### src/rtl/seq_frame_controller_if.sv
// Handshake and serial bus between host, frame controller and recognizer.
// Latency: n/a (signal bundle only).
// Backpressure: none; start is only honoured while the controller is idle.
// Ports (master = host/recognizer side, slave = controller):
//   start, frame, rec_z                          : into the controller
//   busy, done, hit_count, first_hit, any_hit,
//   rec_reset_n, rec_x                           : out of the controller
interface seq_frame_controller_if #(
    parameter int WIDTH = 8,
    parameter int POS_W = 4
);
    logic             start;
    logic [WIDTH-1:0] frame;
    logic             busy;
    logic             done;
    logic [POS_W-1:0] hit_count;
    logic [POS_W-1:0] first_hit;
    logic             any_hit;
    logic             rec_reset_n;
    logic             rec_x;
    logic             rec_z;

    modport master (
        output start, frame, rec_z,
        input  busy, done, hit_count, first_hit, any_hit, rec_reset_n, rec_x
    );

    modport slave (
        input  start, frame, rec_z,
        output busy, done, hit_count, first_hit, any_hit, rec_reset_n, rec_x
    );
endinterface

### src/rtl/seq_frame_controller.sv
// Clears a serial recognizer, shifts a frame into it MSB-first and tallies its hits.
// Latency: done pulses CLR_CYCLES+WIDTH edges after the edge that accepts start.
// Backpressure: start is sampled only in IDLE; requests while busy or done are dropped.
// Ports: clock, reset (async, active-high); bus (slave modport) carries
//   start/frame in, busy/done/hit_count/first_hit/any_hit out, rec_reset_n/rec_x/rec_z.
module seq_frame_controller #(
    parameter int WIDTH      = 8,
    parameter int POS_W      = 4,
    parameter int CLR_CYCLES = 1
) (
    input  logic                  clock,
    input  logic                  reset,
    seq_frame_controller_if.slave bus
);
    typedef enum logic [1:0] {S_IDLE, S_CLEAR, S_SHIFT, S_DONE} state_t;

    localparam int               CLR_W    = (CLR_CYCLES > 1) ? $clog2(CLR_CYCLES) : 1;
    localparam logic [POS_W-1:0] LAST_IDX = POS_W'(WIDTH - 1);
    localparam logic [CLR_W-1:0] LAST_CLR = CLR_W'(CLR_CYCLES - 1);

    state_t           r_state;
    state_t           w_state_nxt;
    logic [WIDTH-1:0] r_shift;
    logic [POS_W-1:0] r_idx;
    logic [POS_W-1:0] r_hit_count;
    logic [POS_W-1:0] r_first_hit;
    logic             r_any_hit;
    logic             r_rec_reset_n;
    logic             r_rec_x;
    logic [CLR_W-1:0] r_clr_cnt;
    logic             w_clr_last;
    logic             w_shift_last;

    assign w_clr_last   = (r_clr_cnt == LAST_CLR);
    assign w_shift_last = (r_idx == LAST_IDX);

    always_ff @(posedge clock or posedge reset) begin
        if (reset) begin
            r_state <= S_IDLE;
        end else begin
            r_state <= w_state_nxt;
        end
    end

    always_comb begin
        w_state_nxt = r_state;
        case (r_state)
            S_IDLE:  if (bus.start) w_state_nxt = S_CLEAR;
            S_CLEAR: if (w_clr_last) w_state_nxt = S_SHIFT;
            S_SHIFT: if (w_shift_last) w_state_nxt = S_DONE;
            S_DONE:  w_state_nxt = S_IDLE;
            default: w_state_nxt = S_IDLE;
        endcase
    end

    always_ff @(posedge clock or posedge reset) begin
        if (reset) begin
            r_shift       <= '0;
            r_idx         <= '0;
            r_hit_count   <= '0;
            r_first_hit   <= '0;
            r_any_hit     <= 1'b0;
            r_rec_reset_n <= 1'b0;
            r_rec_x       <= 1'b0;
            r_clr_cnt     <= '0;
        end else begin
            // Recognizer is held in reset exactly while the next state is CLEAR,
            // so the low pulse lines up with the CLEAR cycles.
            r_rec_reset_n <= (w_state_nxt != S_CLEAR);
            case (r_state)
                S_IDLE: begin
                    r_rec_x <= 1'b0;
                    if (bus.start) begin
                        r_shift     <= bus.frame;
                        r_idx       <= '0;
                        r_hit_count <= '0;
                        r_first_hit <= '0;
                        r_any_hit   <= 1'b0;
                        r_clr_cnt   <= '0;
                    end
                end
                S_CLEAR: begin
                    r_clr_cnt <= r_clr_cnt + 1'b1;
                    // Present the MSB on the same edge that releases the recognizer.
                    if (w_clr_last) r_rec_x <= r_shift[WIDTH-1];
                end
                S_SHIFT: begin
                    // rec_z reflects the bit currently on rec_x, i.e. index r_idx.
                    if (bus.rec_z) begin
                        r_hit_count <= r_hit_count + 1'b1;
                        if (!r_any_hit) begin
                            r_first_hit <= r_idx;
                            r_any_hit   <= 1'b1;
                        end
                    end
                    r_shift <= r_shift << 1;
                    r_idx   <= r_idx + 1'b1;
                    r_rec_x <= w_shift_last ? 1'b0 : r_shift[WIDTH-2];
                end
                S_DONE: begin
                    r_rec_x <= 1'b0;
                end
                default: begin
                    r_rec_x <= 1'b0;
                end
            endcase
        end
    end

    assign bus.busy        = (r_state == S_CLEAR) || (r_state == S_SHIFT);
    assign bus.done        = (r_state == S_DONE);
    assign bus.hit_count   = r_hit_count;
    assign bus.first_hit   = r_first_hit;
    assign bus.any_hit     = r_any_hit;
    assign bus.rec_reset_n = r_rec_reset_n;
    assign bus.rec_x       = r_rec_x;
endmodule

### src/flat_wrapper.sv
// flat-port wrapper written by rule: the top's interface ports become plain ports
module seq_frame_controller_flat 
#(
    parameter int WIDTH      = 8,
    parameter int POS_W      = 4,
    parameter int CLR_CYCLES = 1
)
  (clock, reset, bus_start, bus_frame, bus_rec_z, bus_busy, bus_done, bus_hit_count, bus_first_hit, bus_any_hit, bus_rec_reset_n, bus_rec_x);
  seq_frame_controller_if #(.WIDTH(WIDTH), .POS_W(POS_W)) bus_i ();
  input  logic clock;
  input  logic reset;
  input wire logic [$bits(bus_i.start)-1:0] bus_start;
  input wire logic [$bits(bus_i.frame)-1:0] bus_frame;
  input wire logic [$bits(bus_i.rec_z)-1:0] bus_rec_z;
  output wire logic [$bits(bus_i.busy)-1:0] bus_busy;
  output wire logic [$bits(bus_i.done)-1:0] bus_done;
  output wire logic [$bits(bus_i.hit_count)-1:0] bus_hit_count;
  output wire logic [$bits(bus_i.first_hit)-1:0] bus_first_hit;
  output wire logic [$bits(bus_i.any_hit)-1:0] bus_any_hit;
  output wire logic [$bits(bus_i.rec_reset_n)-1:0] bus_rec_reset_n;
  output wire logic [$bits(bus_i.rec_x)-1:0] bus_rec_x;
  assign bus_i.start = bus_start;
  assign bus_i.frame = bus_frame;
  assign bus_i.rec_z = bus_rec_z;
  assign bus_busy = bus_i.busy;
  assign bus_done = bus_i.done;
  assign bus_hit_count = bus_i.hit_count;
  assign bus_first_hit = bus_i.first_hit;
  assign bus_any_hit = bus_i.any_hit;
  assign bus_rec_reset_n = bus_i.rec_reset_n;
  assign bus_rec_x = bus_i.rec_x;
  seq_frame_controller #(.WIDTH(WIDTH), .POS_W(POS_W), .CLR_CYCLES(CLR_CYCLES)) u_core (.clock(clock), .reset(reset), .bus(bus_i));
endmodule
### config.mk
export PLATFORM = sky130hd
export DESIGN_NAME = seq_frame_controller_flat
export DESIGN_NICKNAME = d
export VERILOG_FILES = /design/src/rtl/seq_frame_controller_if.sv /design/src/rtl/seq_frame_controller.sv /design/src/flat_wrapper.sv
export SDC_FILE = /design/constraint.sdc
export NUM_CORES = 1
export LEC_CHECK = 0
export CAP_MARGIN = 5
export CORE_MARGIN = 3
export CORE_UTILIZATION = 50
export CTS_CLUSTER_SIZE = 30
export DETAILED_ROUTE_END_ITERATION = 16
export GPL_TIMING_DRIVEN = 1
export PLACE_DENSITY = 0.72
export SYNTH_ARGS = -nofsm -noshare
export SYNTH_HDL_FRONTEND = slang
export SYNTH_SLANG_ARGS = --single-unit
export TNS_END_PERCENT = 1
### constraint.sdc
create_clock -name clock -period 1.9 [get_ports clock]
set_input_delay 0.285 -clock clock [delete_from_list [all_inputs] [get_ports clock]]
set_output_delay 0.285 -clock clock [all_outputs]
set_load 0.01 [all_outputs]
==> metrics.md <==
| Metric | Value |
|---|---|
| H-tree levels | 1 |
| Peak Freq | between 0.5 and 0.6 GHz |
| Post-DP HPWL | 2190 µm |
| Core Region | 0.00259 mm² |
| NumNets Final | 197 |
| Total Power | around 2.6 mW |
| Num ports | 25 |
| Worst hold slack | a little over 0.3 ns |
| DRT iter0 DRCs | 42 |
| Num CTS Buffers | 3 |
| Total Routing Usage GR | 0.186 |
| First-pass GRT wire length | ~5000 µm |
| Placed insts | approximately 200 |
| Initial Utilization | 0.550 |
| First-pass DRT Iterations | 4 |
| Worst-skew pair later-pin latency | a little over 0.3 ns |
| DR WL/cell | between 10 and 15 µm |
| DP Area | approximately 0.0017 mm² |
| CP required | ~1.6 ns |
| Number of enable flip-flop cells after synthesis | 0 |
| RD Place Congestion | about 0.8 |
| Core Rows | 18 |
| Synth Cell Area | 0.00143 mm² |
| Pin count of the biggest net entering global routing | 27 |
| Gate Count Post-Synth | between 100 and 150 |
| Post-Syn Area per Cell | between 9 and 10 µm² |
| Pre-CTS setup slack | roughly 0.092 ns |
| Clk sinks | 26 |
| Tightest Hold Check Type | input port to asynchronous set/reset pin |
| Number of global-route vias before repair | roughly 1200 |
| Fill cell count | around 220 |
| Ys Warns | 0 |
| Post-Route WL | around 2900 µm |
| Final period utilization | 0.954 |
| Final hold violations | 0 |
| Rel. slew slack | 0.777 |
| Root Buffer | clkbuf_4 |
| Arr. time, crit path | ~1.5 ns |
| Sequential area share after synthesis | 0.457 |
| Area Overhead vs Synth | 24.8% |
| Ant diodes | 0 |
| Post-route setup TNS | 0 ns |
| Leakage | a little under 0.8 nW |
| PD cells | between 1000 and 1500 mW/mm² |
| Yosys cell types | 38 |
| Via density | approximately 5.6 |
| # setup viols final | 0 |
| Main synth FF type | dfrtp_1 |
| Setup slack after layout | 0.0872 ns |
| Post-route ant nets | 0 |
| #FFs+latches synth | 26 |
| Layout cell share with drive strength beyond 1 | 0.118 |
| Status | complete, no violations |
| Ys async rst share | 1.00 |
| CTS tree | built |
| Peak supply drop | around 0.88 mV |
| Post-layout minimum cycle time | ~1.8 ns |
| DIE AREA | 0.00353 mm² |
| Die height | 59.4 µm |
| Port Buf Inserts | 24 |
| Slew Limit Fails | 0 |
| Mapped Nets | roughly 170 |
| Die width | a little under 60 µm |
| Drt drc | 0 |
| Slew at the pin closest to its max-slew limit | about 0.33 ns |
| Finished Cell Area | around 0.0018 mm² |
| CP endpoint kind | output port |
| Initial antenna violation count | 0 |
| CP startpoint kind | register |
| CTS hold repair buffers | 0 |
| WS Path Type | register to output port |
| Clk_skew | between 0.0015 and 0.002 ns |
| Finished Core Util | 0.686 |
| Overflow after GRT | 0 |
| Worst-path clk slew | roughly 0.14 ns |
| Max Fanout on Critical Path | 3 |
| Max clock buf depth | 2 |
| Max-cap violations | 0 |
| Unrepaired setup endpoints after global routing | no |
| Vias | about 1200 |
| Non-Filler Instances | 208 |
-- metal layers --
layer  global-route usage  share of wire  vias up
met2                0.310           0.47       15
met3               0.0218          0.030        4
li1                     -              -      588
met4               0.0485          0.011        0
met1                0.253           0.48      551
met5                    0              0        -
-- cell families after synthesis --
logic type                 after synthesis  share of synthesized area
muxes                                    6                     0.0430
DFF                                     26                      0.457
buffers and inverters                   17                     0.0579
AOI/OAI and AO/OA                       35                      0.176
and+or+nand+nor                         57                      0.214
adders and majority gates                6                     0.0527
-- cells in the mapped netlist, types with 2 or more instances --
cell type  count  area share
a211o_1        2       0.012
a21oi_1        6       0.021
a221o_1        2       0.014
a22o_1         2       0.012
a31oi_1        2      0.0088
a32oi_1        3       0.018
and2_1         2      0.0088
buf_2          6       0.021
dfrtp_1       26        0.46
ha_1           6       0.053
inv_1          8       0.021
mux2i_1        5       0.035
nand2_1       20       0.053
nand2b_1       9       0.040
nand3_1        5       0.018
nand3b_1       3       0.016
nand4_1        2      0.0088
nor2_1         4       0.011
nor2b_1        4       0.018
nor3_1         2      0.0070
o211ai_1       3       0.016
o21ai_0        2      0.0070
o21ai_1        7       0.025
o221a_1        2       0.016
-- path summary, 6_finish.rpt --
kind / cells past startpoint / slack [ns] / start / to
min in group clock: 2 / 0.49 / u_core.r_shift[2]$_DFFE_PP0P_ / u_core.r_shift[2]$_DFFE_PP0P_
min reg2reg: 2 / 0.49 / u_core.r_shift[2]$_DFFE_PP0P_ / u_core.r_shift[2]$_DFFE_PP0P_
max reg2reg: 5 / 0.21 / u_core.r_state[1]$_DFF_PP0_ / u_core.r_shift[5]$_DFFE_PP0P_
max in group asynchronous: 3 / 1.35 / reset / u_core.r_shift[7]$_DFFE_PP0P_
max: 3 / 0.09 / u_core.r_state[1]$_DFF_PP0_ / bus_done
min: 3 / 0.31 / reset / u_core.r_idx[1]$_DFFE_PP0P_
-- area by class of cell --
class	count	area, µm²	share of cell area
clock buffers	4	36.3	0.0204
flip-flops and latches	26	651	0.366
multi-input cells	104	694	0.391
inverters	8	30.0	0.0169
well taps	30	37.5	0.0211
repair buffers	36	329	0.185
-- critical path, stage by stage, from the launching register on --
cell and delay, ns:
dfrtp_1 0.42, buf_4 0.15, ha_1 0.17, clkdlybuf4s50_1 0.47
-- report_power, final --
part / switching [mW] / internal (mW) / total [mW]
Clock: 0.163 / 0.117 / 0.280
Combinational: 0.704 / 0.719 / 1.42
Sequential: 0.164 / 0.766 / 0.930
Total: 1.03 / 1.60 / 2.63
-- timing repair --
action,in CTS,in global routing
gates cloned,0,0
buffers inserted,2,0
resized for setup,1,1
endpoints found under the setup margin,1,2
-- placed cells by master (no fill, tap or decap), drive strengths merged, types with 5 or more instances in the layout --
| master | n |
|---|---|
| dfrtp | 26 |
| clkdlybuf4s50 | 23 |
| nand2 | 20 |
| buf | 12 |
| nand2b | 9 |
| o21ai | 9 |
| inv | 8 |
| a21oi | 7 |
| ha | 6 |
| mux2i | 5 |
| nand3 | 5 |
| nor2b | 5 |
-- state kept, by name, indices dropped and copies added (netlist names) --
register,flops
u_core.r_clr_cnt,1
u_core.bus.any_hit,1
u_core.bus.first_hit,4
u_core.r_idx,4
u_core.r_shift,8
u_core.r_state,2
u_core.bus.rec_reset_n,1
u_core.bus.rec_x,1
u_core.bus.hit_count,4
Power figures use the tool's default switching activity.
